File: src/rtl/score_pkg.sv
// Shared types and constants for the score keeper: game states, BCD score word,
// and a small helper that turns a 0..99 constant into a BCD increment.
package score_pkg;

  typedef enum logic [1:0] {
    IDLE  = 2'b00,
    PLAY  = 2'b01,
    PAUSE = 2'b10,
    OVER  = 2'b11
  } game_st_t;

  typedef logic [15:0] bcd4_t;

  localparam bcd4_t BCD_MAX = 16'h9999;
  localparam bcd4_t BCD_ONE = 16'h0001;

  function automatic bcd4_t small_to_bcd(input logic [7:0] v);
    return {8'h00, 4'(v / 8'd10), 4'(v % 8'd10)};
  endfunction

endpackage

File: src/rtl/bcd4_sat_add.sv
// Combinational 4-digit BCD adder; a carry out of the top digit clamps the
// result to 9999 instead of wrapping.
module bcd4_sat_add
  import score_pkg::*;
(
  input  bcd4_t a_i,
  input  bcd4_t b_i,
  output bcd4_t sum_o
);

  logic [4:0] dsum;
  logic       carry;
  bcd4_t      raw;

  always_comb begin
    dsum  = '0;
    carry = 1'b0;
    raw   = '0;
    for (int i = 0; i < 4; i++) begin
      dsum = {1'b0, a_i[4*i +: 4]} + {1'b0, b_i[4*i +: 4]} + {4'b0000, carry};
      // Digit sums above 9 skip the six unused codes and carry into the next digit.
      if (dsum > 5'd9) begin
        dsum  = dsum + 5'd6;
        carry = 1'b1;
      end else begin
        carry = 1'b0;
      end
      raw[4*i +: 4] = dsum[3:0];
    end
    sum_o = carry ? BCD_MAX : raw;
  end

endmodule

File: src/rtl/score_keeper.sv
// Game score/round/lives bookkeeping with IDLE/PLAY/PAUSE/OVER sequencing.
// Optional feature macro: COMBO_BONUS_EN (doubles hit points from the 4th straight hit).
module score_keeper
  import score_pkg::*;
#(
  parameter int PTS_PER_HIT    = 1,
  parameter int HITS_PER_ROUND = 10,
  parameter int LIVES          = 3
) (
  input  logic        clk,
  input  logic        rst,
  input  logic        start,
  input  logic        hit,
  input  logic        miss,
  input  logic        pause,
  output logic [15:0] pts,
  output logic [15:0] hpts,
  output logic [15:0] rounds,
  output logic [3:0]  lives,
  output logic [1:0]  game_st,
  output logic        new_high
);

  localparam bcd4_t      HIT_INC    = small_to_bcd(8'(PTS_PER_HIT));
  localparam logic [7:0] HIT_LAST   = 8'(HITS_PER_ROUND - 1);
  localparam logic [3:0] LIVES_INIT = 4'(LIVES);

  game_st_t   state_q, state_d;
  bcd4_t      pts_q, pts_d, hpts_q, hpts_d, rounds_q, rounds_d;
  logic [3:0] lives_q, lives_d;
  logic [7:0] hit_cnt_q, hit_cnt_d;
  logic       new_high_q, new_high_d;
  logic       check_high_q, check_high_d;
  bcd4_t      pts_inc, pts_sum, rounds_sum;

`ifdef COMBO_BONUS_EN
  localparam bcd4_t BONUS_INC = small_to_bcd(8'(2 * PTS_PER_HIT));
  logic [3:0] streak_q, streak_d;
  assign pts_inc = (streak_q >= 4'd3) ? BONUS_INC : HIT_INC;
`else
  assign pts_inc = HIT_INC;
`endif

  bcd4_sat_add u_pts_add    (.a_i(pts_q),    .b_i(pts_inc), .sum_o(pts_sum));
  bcd4_sat_add u_rounds_add (.a_i(rounds_q), .b_i(BCD_ONE), .sum_o(rounds_sum));

  always_comb begin
    state_d      = state_q;
    pts_d        = pts_q;
    hpts_d       = hpts_q;
    rounds_d     = rounds_q;
    lives_d      = lives_q;
    hit_cnt_d    = hit_cnt_q;
    new_high_d   = 1'b0;
    check_high_d = 1'b0;
`ifdef COMBO_BONUS_EN
    streak_d     = streak_q;
`endif
    // The high-score compare runs one cycle after OVER entry, on the final score.
    if (check_high_q && (pts_q > hpts_q)) begin
      hpts_d     = pts_q;
      new_high_d = 1'b1;
    end
    case (state_q)
      IDLE, OVER: begin
        if (start) begin
          state_d   = PLAY;
          pts_d     = '0;
          rounds_d  = BCD_ONE;
          lives_d   = LIVES_INIT;
          hit_cnt_d = '0;
`ifdef COMBO_BONUS_EN
          streak_d  = '0;
`endif
        end
      end
      PLAY: begin
        if (pause) begin
          state_d = PAUSE;
        end else begin
          if (hit) begin
            pts_d = pts_sum;
            if (hit_cnt_q == HIT_LAST) begin
              hit_cnt_d = '0;
              rounds_d  = rounds_sum;
            end else begin
              hit_cnt_d = hit_cnt_q + 8'd1;
            end
`ifdef COMBO_BONUS_EN
            if (streak_q != 4'd15) streak_d = streak_q + 4'd1;
`endif
          end
          if (miss) begin
            lives_d = lives_q - 4'd1;
`ifdef COMBO_BONUS_EN
            streak_d = '0;
`endif
            if (lives_q == 4'd1) begin
              state_d      = OVER;
              check_high_d = 1'b1;
            end
          end
        end
      end
      PAUSE: begin
        if (!pause) state_d = PLAY;
      end
      default: state_d = IDLE;
    endcase
  end

  always_ff @(posedge clk) begin
    if (!rst) begin
      state_q      <= IDLE;
      pts_q        <= '0;
      hpts_q       <= '0;
      rounds_q     <= '0;
      lives_q      <= '0;
      hit_cnt_q    <= '0;
      new_high_q   <= 1'b0;
      check_high_q <= 1'b0;
`ifdef COMBO_BONUS_EN
      streak_q     <= '0;
`endif
    end else begin
      state_q      <= state_d;
      pts_q        <= pts_d;
      hpts_q       <= hpts_d;
      rounds_q     <= rounds_d;
      lives_q      <= lives_d;
      hit_cnt_q    <= hit_cnt_d;
      new_high_q   <= new_high_d;
      check_high_q <= check_high_d;
`ifdef COMBO_BONUS_EN
      streak_q     <= streak_d;
`endif
    end
  end

  assign pts      = pts_q;
  assign hpts     = hpts_q;
  assign rounds   = rounds_q;
  assign lives    = lives_q;
  assign game_st  = state_q;
  assign new_high = new_high_q;

endmodule

File: config.mk
export PLATFORM = sky130hd
export DESIGN_NAME = score_keeper
export DESIGN_NICKNAME = d
export VERILOG_FILES = /design/src/rtl/score_pkg.sv /design/src/rtl/bcd4_sat_add.sv /design/src/rtl/score_keeper.sv
export SDC_FILE = /design/constraint.sdc
export NUM_CORES = 1
export LEC_CHECK = 0
export ABC_AREA = 1
export BUFFER_PORTS_ARGS = -buffer_cell sky130_fd_sc_hd__buf_4
export CELL_PAD_IN_SITES_DETAIL_PLACEMENT = 0
export CELL_PAD_IN_SITES_GLOBAL_PLACEMENT = 1
export CORE_MARGIN = 2
export CORE_UTILIZATION = 41
export CTS_CLUSTER_SIZE = 25
export DETAILED_ROUTE_END_ITERATION = 12
export PLACE_DENSITY = 0.86
export SETUP_SLACK_MARGIN = 0.15
export SLEW_MARGIN = 25
export SYNTH_ARGS = -nofsm -noshare
export SYNTH_HDL_FRONTEND = slang
export SYNTH_SLANG_ARGS = --single-unit
File: constraint.sdc
create_clock -name clk -period 5.8 [get_ports clk]
set_input_delay 0.29 -clock clk [delete_from_list [all_inputs] [get_ports clk]]
set_output_delay 0.29 -clock clk [all_outputs]
set_load 0.02 [all_outputs]
==> results of run 1 <==
[routing by layer]
layer | routed length, µm | up-vias
met4 | 127 | 0
met3 | 357 | 11
li1 | - | 2035
met1 | 4820 | 1853
met2 | 4510 | 71
met5 | 0 | -
[flip-flops by register name (all words and copies together), names as in the netlist]
register	cells
lives	4
hit_cnt_q	8
hpts	16
check_high_q	1
pts	16
game_st	2
new_high	1
rounds	16
[stage by stage]
stage                     instances  total power (W)  hold slack (ps)  area (µm²)  utilization
after floorplan                 593         0.000864              428        4180            -
after global placement          772         0.000943              471        4720        0.481
after detailed placement        772         0.000949              477        4720        0.481
after CTS                       788          0.00135              274        4920        0.501
after global routing            788          0.00142              309        4930        0.503
final                           788          0.00134              281        4930        0.503
[cell families after synthesis]
group / after synthesis / share of synthesized area
AOI/OAI and AO/OA: 103 / 0.133
xor gates and xnor gates: 14 / 0.0311
adders and majority gates: 44 / 0.132
buffers and inverters: 99 / 0.0982
DFF: 64 / 0.306
and+or+nand+nor: 269 / 0.300
[layout make-up]
cell class	count	area [µm²]	area share
clock inverter	5	56.3	0.0114
sequential	64	1280	0.260
tap	133	166	0.0337
inverter	83	317	0.0641
timing repair buffer	62	465	0.0943
multi-input combinational	430	2500	0.508
clock buffer	11	141	0.0287
[synthesized netlist by cell type]
master and n:
inv_4 2, inv_1 75, o21ai_1 2, nor2_8 5, a32oi_1 2, buf_6 3, o21ai_0 25, nor2_4 1
nor3_1 2, ha_1 44, o21a_1 1, nand2_4 3, xnor2_1 8, o21ai_2 1, xnor2_2 1, nand3_1 58
a21oi_2 1, xor2_1 5, a211oi_2 1, nand4_1 8, a21oi_1 66, nand4_2 1, nand2_1 153, nand3_4 1
a31oi_1 3, buf_4 1, nand3_2 1, nor2_2 1, buf_2 6, dfxtp_1 64, o21ai_4 1, clkbuf_1 6
nor2_1 33, inv_2 6, nand2_2 2
[power by group]
| group | internal (W) | total (W) | leakage, nW | switching [W] |
|---|---|---|---|---|
| logic | 0.000139 | 0.000454 | 1.68 | 0.000314 |
| registers | 0.000465 | 0.000492 | 0.518 | 0.0000265 |
| clock network | 0.000210 | 0.000394 | 0.0993 | 0.000185 |
[worst max-delay path: cells and delay by family (launching register included)]
family                     cells  cell delay (ps)
and+or+nand+nor               16             1500
buffers and inverters          3              320
AOI/OAI and AO/OA              2              270
DFF                            1              380
xor gates and xnor gates       2              510
adders and majority gates      8             1920
[how the worst max path moves through the flow]
stage | from | endpoint | slack, ps | depth (start not counted)
6_report | pts[0]$_SDFFE_PN0P_ | pts[6]$_SDFFE_PN0P_ | 790 | 31
5_1_grt | pts[0]$_SDFFE_PN0P_ | pts[1]$_SDFFE_PN0P_ | 220 | 31
4_1_cts | pts[0]$_SDFFE_PN0P_ | pts[6]$_SDFFE_PN0P_ | 700 | 31
3_5_place_dp | pts[0]$_SDFFE_PN0P_ | pts[6]$_SDFFE_PN0P_ | 770 | 31
3_3_place_gp | pts[1]$_SDFFE_PN0P_ | pts[1]$_SDFFE_PN0P_ | 930 | 31
2_1_floorplan | pts[0]$_SDFFE_PN0P_ | pts[10]$_SDFFE_PN0P_ | 1340 | 31
[repair_timing]
action | in CTS | in global routing
hold endpoints to repair | 0 | 0
setup buffers | 0 | 0
resized for setup | 0 | 2
endpoints found under the setup margin | 0 | 6
==> results.md, run 1 <==
* Reg2reg end: pts[6]$_SDFFE_PN0P_
* Critical Path AT at 5280 ps
* Layout Nets at 700
* Register bit total from synthesis at 64
* Max incr delay on CP at between 300 and 400 ps
* Pre-CTS setup slack at ~770 ps
* Port bufs at 60
* Largest fanout on the critical path at 8
* Worst Tran Pin Value at a little over 700 ps
* Synthesized area at around 4200 µm²
* CTS Root Cell: clkbuf_8
* Synth area leader: dfxtp_1
* Share of cells above drive strength 1 at 0.166
* Filler instances at about 1000
* DPL Wire Length at around 7000 µm
* Commonest non-fill, non-tap cells in the layout: nand2_1, inv_1, a21oi_1, dfxtp_1, buf_4
* Final setup viols at 0
* Die Ht at ~100 µm
* CTS tree: yes
* Clock Path Buffers at 2
* Vias in the first global route at 3664
* GR Util met2 at 0.307
* Reg-to-reg setup timing slack at 790 ps
* Clk_skew at 13.9 ps
* Status: completed
* Tcrit/Tclk final at 0.865
* # DRC at 0
* Worst setup EP type: flip-flop
* HP Start: miss
* Warnings from Yosys at 0
* GR Layer Usage met3 at 0.0268
* TritonCTS buffer count at 9
* Tmin final at 5010 ps
* I/O pin count at 61
* CP Launch Type: flip-flop
* RSZ-0062 raised after global routing: false
* PwrDens at 272 nW/µm²
* Number of routed nets with antenna violations at 0
* Crit Path Category: reg -> reg
* Grt ovf at 0
* Core Region at 9820 µm²
* Worst Hold Class: in -> reg
* Max-cap viol count at 0
* Global routing's busiest layer: met2
* GR Util met1 at 0.236
* Slew margin rel. at 0.522
* Yosys cell types at 35
* Wirelength per Cell at between 10 and 15 µm
* First-pass GRT wire length at between 15000 and 20000 µm
* Initial antenna violation count at 0
* Vias per cell at 5.04
* Die width at between 100 and 150 µm
* Synth area leaders: dfxtp_1, nand2_1, ha_1, a21oi_1, nand3_1
* Gr usage total at 0.182
* P&R area growth vs syn at 18.0%
* Setup TNS at 0 ps
* Synthesized area per cell at 7.05 µm²
* Die area at between 10000 and 15000 µm²
* Routed via count at ~4000
* CTS H-tree lvls at 3
* Cts hold-fix bufs at 0
* Num rows at 36
* Hold Path Cell Cnt at 3
* Final Hold Viols at 0
* Share of the synthesized area in the top cell type at 0.306
* Clock sink total at 64
* Final worst slack at just under 800 ps
* Fmax at about 0.2 GHz
* Largest net degree at the start of global routing at 34
* Worst skew pair latency at ~350 ps
* Starting DRT DRC Count at roughly 190
* Diode count at 0
* Worst Reg-to-Reg Cells at 31
* Most used cell, CP: nand2_1
* Most common cell after layout, fill and taps aside: nand2_1
* Slowest CP cell: dfxtp_2
* Initial cell density of the core at 0.426
* Synth Instances at 593
* Final slew viol count at 0
* Crit Reg-Reg Startpoint: pts[0]$_SDFFE_PN0P_
* Post-Syn Nets at 643
* WHS Endpoint: check_high_q$_SDFF_PP0_
* Leak at roughly 2.3 nW
* Total Wirelength at approximately 10000 µm
* Worst vdd ir at 0.000216 V
* Worst EP required at 6070 ps
* Reg clk slew, reported paths at around 80 ps
* Detailed Routing Iterations Pass 1 at 4
* Routability cong. at between 0.7 and 0.8
* Post-synthesis sequential area ratio at 0.306
(Power assumes the default switching activity.)
==> inputs of run 2 (changes only) <==
--- a/config.mk
+++ b/config.mk
@@ -5,14 +5,15 @@
 export SDC_FILE = /design/constraint.sdc
 export NUM_CORES = 1
 export LEC_CHECK = 0
-export ABC_AREA = 1
+export ABC_AREA = 0
 export BUFFER_PORTS_ARGS = -buffer_cell sky130_fd_sc_hd__buf_4
-export CELL_PAD_IN_SITES_DETAIL_PLACEMENT = 0
-export CELL_PAD_IN_SITES_GLOBAL_PLACEMENT = 1
+export CELL_PAD_IN_SITES_DETAIL_PLACEMENT = 2
+export CELL_PAD_IN_SITES_GLOBAL_PLACEMENT = 2
 export CORE_MARGIN = 2
-export CORE_UTILIZATION = 41
+export CORE_UTILIZATION = 34
 export CTS_CLUSTER_SIZE = 25
 export DETAILED_ROUTE_END_ITERATION = 12
+export HOLD_SLACK_MARGIN = 0.02
 export PLACE_DENSITY = 0.86
 export SETUP_SLACK_MARGIN = 0.15
 export SLEW_MARGIN = 25
==> results.md, run 2 <==
* Commonest non-fill, non-tap cells in the layout: nand2_1, buf_4, dfxtp_1, a21oi_1, ha_1
* Worst Hold Class: in -> reg
* Initial antenna violation count at 0
* CTS tree: yes
* Synthesized area at between 4000 and 5000 µm²
* Filler instances at around 1500
* Tcrit/Tclk final at 0.934
* Wirelength per Cell at roughly 20 µm
* Vias in the first global route at 4926
* Synth Area in XOR/XNOR at 0.0289
* Largest family of logic cells by synthesized area: compound AO/OA/AOI/OAI gates
* Num rows at 42
* Largest net degree at the start of global routing at 55
* Synth Area in Compound Gates at 0.237
* Routed via count at roughly 4600
* Layout Nets at a little under 700
* Slew margin rel. at 0.519
* Most common cell in the netlist: nand2_1
* Gr usage total at 0.225
* Ys async rst share at 0
* Final worst slack at ~380 ps
* Clock sink total at 64
* Simple logic cell fraction of the synthesized area at 0.214
* HP Start: pause
* First-pass GRT wire length at 25900 µm
* I/O pin count at a little over 60
* Diode count at 0
* Crit Reg-Reg Startpoint: pts[0]$_SDFFE_PN0P_
* Clock Path Buffers at 2
* Top cell types by occurrence after synthesis: nand2_1, dfxtp_1, a21oi_1
* WHS Endpoint: game_st[0]$_SDFFE_PN0P_
* Worst Tran Pin Value at ~700 ps
* Worst vdd ir at between 0.0001 and 0.00015 V
* Mux contribution to synthesized area at 0.0509
* Max-cap viol count at 0
* Worst Reg-to-Reg Cells at 27
* Post-Syn Nets at 632
* Reg-to-reg setup timing slack at around 380 ps
* DPL Wire Length at about 11000 µm
* Largest fanout on the critical path at 10
* Starting DRT DRC Count at 180
* Routability cong. at ~0.87
* Die area at between 10000 and 15000 µm²
* Setup TNS at 0 ps
* P&R area growth vs syn at 21.2%
* Placed insts at 785
* Die Ht at approximately 120 µm
* Critical Path AT at around 5700 ps
* Crit Path Category: reg -> reg
* Worst skew pair latency at 350 ps
* Synth area leader: dfxtp_1
* Initial cell density of the core at 0.346
* # DRC at 0
* Final std cells w/o fill at between 800 and 900
* Tmin final at about 5400 ps
* Final Hold Viols at 0
* Register bit total from synthesis at between 60 and 70
* Warnings from Yosys at 0
* Hold Path Cell Cnt at 4
* Reg2reg end: pts[1]$_SDFFE_PN0P_
* Worst EP required at 6060 ps
* CTS Root Cell: clkbuf_16
* Port bufs at 60
* Yosys cell types at 63
* Die width at approximately 120 µm
* Most common cell after layout, fill and taps aside: nand2_1
* Fin util at 0.420
* Pre-CTS setup slack at -66.4 ps
* Leak at roughly 2.1 nW
* Detailed Routing Iterations Pass 1 at 4
* Core Region at ~13000 µm²
* Fmax at between 0.15 and 0.2 GHz
* Cts hold-fix bufs at 0
* Worst setup EP type: flip-flop
* Ys flop type: dfxtp_1
* Synth area leaders: dfxtp_1, ha_1, nand2_1, a21oi_1, mux2i_1
* Final slew viol count at 0
* CTS H-tree lvls at 3
* Adder-Cell Fraction of Synth Area at 0.121
* Share of the synthesized area in the top cell type at 0.282
* Synth Instances at roughly 580
* Synthesized area per cell at roughly 7.8 µm²
* Reg clk slew, reported paths at roughly 60 ps
* Post-synthesis sequential area ratio at 0.282
* RSZ-0062 raised after global routing: true
* Clk_skew at about 10 ps
* Status: completed
* EDFF count, synth at 0
* Grt ovf at 0
* TritonCTS buffer count at 9
* CP Launch Type: flip-flop
* Final setup viols at 0
* PwrDens at 232 nW/µm²
* Vias per cell at approximately 5.7
* Total Wirelength at between 15000 and 20000 µm
* Share of cells above drive strength 1 at 0.180
* Number of routed nets with antenna violations at 0
[run 2: report_power, final]
part,switching (W),total [W],leakage (nW),internal (W)
registers,0.0000169,0.000472,0.518,0.000455
logic,0.000163,0.000243,1.45,0.0000799
clock network,0.000211,0.000566,0.150,0.000355
[run 2: kinds of logic after synthesis]
family / after synthesis
xor gates and xnor gates: 15
AOI/OAI and AO/OA: 165
DFF: 64
and+or+nand+nor: 195
adders and majority gates: 44
buffers and inverters: 76
muxes: 23
[run 2: how the worst max path moves through the flow]
stage                                 from                endpoint  slack [ps]  depth (start not counted)
detailed placement     pts[0]$_SDFFE_PN0P_     pts[1]$_SDFFE_PN0P_         -70                         26
finish                 pts[0]$_SDFFE_PN0P_     pts[1]$_SDFFE_PN0P_         380                         27
global placement    rounds[1]$_SDFFE_PN0P_  rounds[2]$_SDFFE_PN0P_         400                         26
global route           pts[0]$_SDFFE_PN0P_     pts[1]$_SDFFE_PN0P_          10                         27
CTS                    pts[0]$_SDFFE_PN0P_     pts[1]$_SDFFE_PN0P_         160                         26
floorplan              pts[0]$_SDFFE_PN0P_    pts[14]$_SDFFE_PN0P_         390                         29
[run 2: worst max-delay path, cell delays in order (launching register included)]
cell and delay [ps]:
dfxtp_2 410, inv_1 120, ha_1 350, inv_2 130
ha_1 160, nand2b_1 60, a21o_1 230, a21oi_2 190
o21a_1 190, ha_2 240, ha_4 210, nor2_1 50
a21oi_1 130, nor2_1 60, a21oi_1 140, ha_2 240
ha_4 150, nand2_1 100, nor2_1 180, nor2_1 60
o22a_1 190, ha_1 210, ha_1 320, nand2b_1 160
a31o_2 300, a311oi_1 500, o211ai_1 160, o221ai_1 100
[run 2: timing repair]
| action | in CTS | in global routing |
|---|---|---|
| endpoints found under the setup margin | 22 | 26 |
| resized for setup | 9 | 15 |
| endpoints found under the hold margin | 0 | 0 |
| setup buffers | 0 | 2 |
| pin swaps | 0 | 1 |
[run 2: metrics by stage]
stage | hold slack [ps] | instance area [µm²] | power (W)
4_1_cts | 316 | 5430 | 0.00128
6_report | 321 | 5510 | 0.00128
3_3_place_gp | 458 | 5110 | 0.000699
5_1_grt | 343 | 5510 | 0.00133
2_1_floorplan | 451 | 4550 | 0.000630
3_5_place_dp | 474 | 5110 | 0.000714
[run 2: final cells by class]
cell class	instances	area, µm²	share of cell area
clock buffer	13	260	0.0472
clock inverter	3	40.0	0.00726
inverter	36	135	0.0245
multi-input combinational	442	3050	0.553
sequential	64	1280	0.233
tap	176	220	0.0399
timing repair buffer	70	526	0.0953
[run 2: layer usage]
| layer | wire (µm) | global-route usage | vias to the layer above |
|---|---|---|---|
| met4 | 294 | 0.0559 | 0 |
| li1 | - | - | 2186 |
| met5 | 0 | 0 | - |
| met2 | 8410 | 0.407 | 59 |
| met3 | 339 | 0.0380 | 21 |
| met1 | 7280 | 0.278 | 2330 |
==> inputs of run 3 (changes only) <==
--- a/config.mk
+++ b/config.mk
@@ -14,7 +14,9 @@
 export CTS_CLUSTER_SIZE = 25
 export DETAILED_ROUTE_END_ITERATION = 12
 export HOLD_SLACK_MARGIN = 0.02
+export MAX_ROUTING_LAYER = met4
 export PLACE_DENSITY = 0.86
+export RECOVER_POWER = 50
 export SETUP_SLACK_MARGIN = 0.15
 export SLEW_MARGIN = 25
 export SYNTH_ARGS = -nofsm -noshare
==> results.md, run 3 (same netlist as run 2, synthesis figures left out) <==
* Tmin final at 5390 ps
* CTS tree: yes
* Commonest non-fill, non-tap cells in the layout: nand2_1, dfxtp_1, clkbuf_1, a21oi_1, ha_1
* I/O pin count at just over 60
* Worst Tran Pin Value at around 1000 ps
* Share of cells above drive strength 1 at 0.106
* Setup TNS at 0 ps
* Core Region at 13100 µm²
* Worst Hold Class: in -> reg
* Status: completed
* RSZ-0062 raised after global routing: false
* Reg-to-reg setup timing slack at roughly 410 ps
* Die area at between 10000 and 15000 µm²
* WHS Endpoint: game_st[0]$_SDFFE_PN0P_
* HP Start: pause
* Leak at approximately 1.9 nW
* Number of routed nets with antenna violations at 0
* First-pass GRT wire length at around 26000 µm
* Worst skew pair latency at between 300 and 400 ps
* Crit Reg-Reg Startpoint: rounds[1]$_SDFFE_PN0P_
* Clock Path Buffers at 2
* Wirelength per Cell at around 20 µm
* Reg clk slew, reported paths at ~60 ps
* # DRC at 0
* Filler instances at approximately 1500
* Die Ht at about 120 µm
* Clock sink total at 64
* Worst vdd ir at approximately 0.00014 V
* CTS Root Cell: clkbuf_16
* Largest net degree at the start of global routing at 55
* Final slew viol count at 0
* Port bufs at 60
* GR Layer Usage met3 at 0.0295
* PwrDens at 229 nW/µm²
* Gr usage total at 0.234
* Die width at about 120 µm
* TritonCTS buffer count at 9
* DPL Wire Length at 11400 µm
* Worst setup EP type: flip-flop
* Placed insts at roughly 800
* Diode count at 0
* Detailed Routing Iterations Pass 1 at 4
* Grt ovf at 0
* Final std cells w/o fill at around 800
* Tcrit/Tclk final at 0.929
* Worst EP required at ~6100 ps
* Hold Path Cell Cnt at 4
* Num rows at between 40 and 50
* Crit Path Category: reg -> reg
* Max incr delay on CP at approximately 470 ps
* Final Hold Viols at 0
* Critical Path AT at 5660 ps
* GR Util met2 at 0.418
* Final setup viols at 0
* Global routing's busiest layer: met2
* Routed via count at about 4600
* Total Wirelength at ~16000 µm
* Routability cong. at between 0.8 and 0.9
* Largest fanout on the critical path at 8
* Clk_skew at roughly 8.9 ps
* Initial antenna violation count at 0
* Vias in the first global route at just over 5000
* GR Util met1 at 0.264
* Most common cell after layout, fill and taps aside: nand2_1
* Layout Nets at between 600 and 700
* Fmax at ~0.19 GHz
* Starting DRT DRC Count at around 200
* Worst Reg-to-Reg Cells at 26
* P&R area growth vs syn at 16.5%
* Slew margin rel. at 0.318
* Initial cell density of the core at 0.346
* Slowest CP cell: or4_1
* Max-cap viol count at 0
* CP Launch Type: flip-flop
* Vias per cell at 5.75
* CTS H-tree lvls at 3
* Reg2reg end: rounds[14]$_SDFFE_PN0P_
[run 3: cell types whose count changed in the layout (fill, tap and decap cells not counted), moves of 2 or more]
cell | previous run | this run
ha_2 | 5 | 8
clkbuf_1 | 2 | 51
ha_1 | 36 | 34
buf_4 | 70 | 16
clkinv_2 | 2 | 4
[run 3: how the worst max path moves through the flow]
stage | startpoint | end | slack [ps] | cells past startpoint
after floorplan | pts[0]$_SDFFE_PN0P_ | pts[14]$_SDFFE_PN0P_ | 390 | 29
after global placement | pts[0]$_SDFFE_PN0P_ | pts[14]$_SDFFE_PN0P_ | 350 | 25
after detailed placement | rounds[0]$_SDFFE_PN0P_ | rounds[5]$_SDFFE_PN0P_ | -70 | 27
after CTS | pts[0]$_SDFFE_PN0P_ | pts[1]$_SDFFE_PN0P_ | 150 | 26
after global routing | rounds[1]$_SDFFE_PN0P_ | rounds[14]$_SDFFE_PN0P_ | 30 | 26
final | rounds[1]$_SDFFE_PN0P_ | rounds[14]$_SDFFE_PN0P_ | 410 | 26
[run 3: what timing repair did]
action                     CTS  global route
buffers inserted             2             1
gates cloned                 0             0
setup endpoints to repair   24            30
hold buffers                 0             0
pin swaps                    1             1
gates resized for setup      8            23
[run 3: layout make-up]
| class | count | area, µm² | area share |
|---|---|---|---|
| inverter | 36 | 135 | 0.0255 |
| timing repair buffer | 68 | 332 | 0.0625 |
| clock inverter | 4 | 20.0 | 0.00378 |
| clock buffer | 11 | 253 | 0.0477 |
| sequential | 64 | 1290 | 0.243 |
| tap | 176 | 220 | 0.0415 |
| multi-input combinational | 442 | 3060 | 0.576 |
[run 3: power breakdown]
part           switching [W]  internal [W]  leakage (nW)
clock               0.000212      0.000307         0.141
sequential         0.0000188      0.000456         0.518
combinational       0.000158     0.0000652          1.22
[run 3: critical path, delay by kind of cell (launching register included)]
kind | cells | cell delay (ps)
DFF | 1 | 450
AOI/OAI and AO/OA | 8 | 1210
buffers and inverters | 2 | 220
and+or+nand+nor | 8 | 1290
adders and majority gates | 8 | 2150
[run 3: layer usage]
layer  up-vias  part of all wire
li1       2188                 -
met4         0             0.024
met3        32             0.030
met2        86              0.52
met1      2302              0.42
met5         -                 0
[run 3: through the flow]
stage / total power [W] / util / hold slack (ps) / worst slack (ps) / area [µm²]
2_1_floorplan: 0.000630 / - / 451 / 395 / 4550
3_3_place_gp: 0.000696 / 0.388 / 458 / 349 / 5090
3_5_place_dp: 0.000711 / 0.388 / 478 / -68.4 / 5090
4_1_cts: 0.00124 / 0.412 / 307 / 155 / 5410
5_1_grt: 0.00127 / 0.404 / 345 / 26.1 / 5300
6_report: 0.00122 / 0.404 / 308 / 411 / 5300
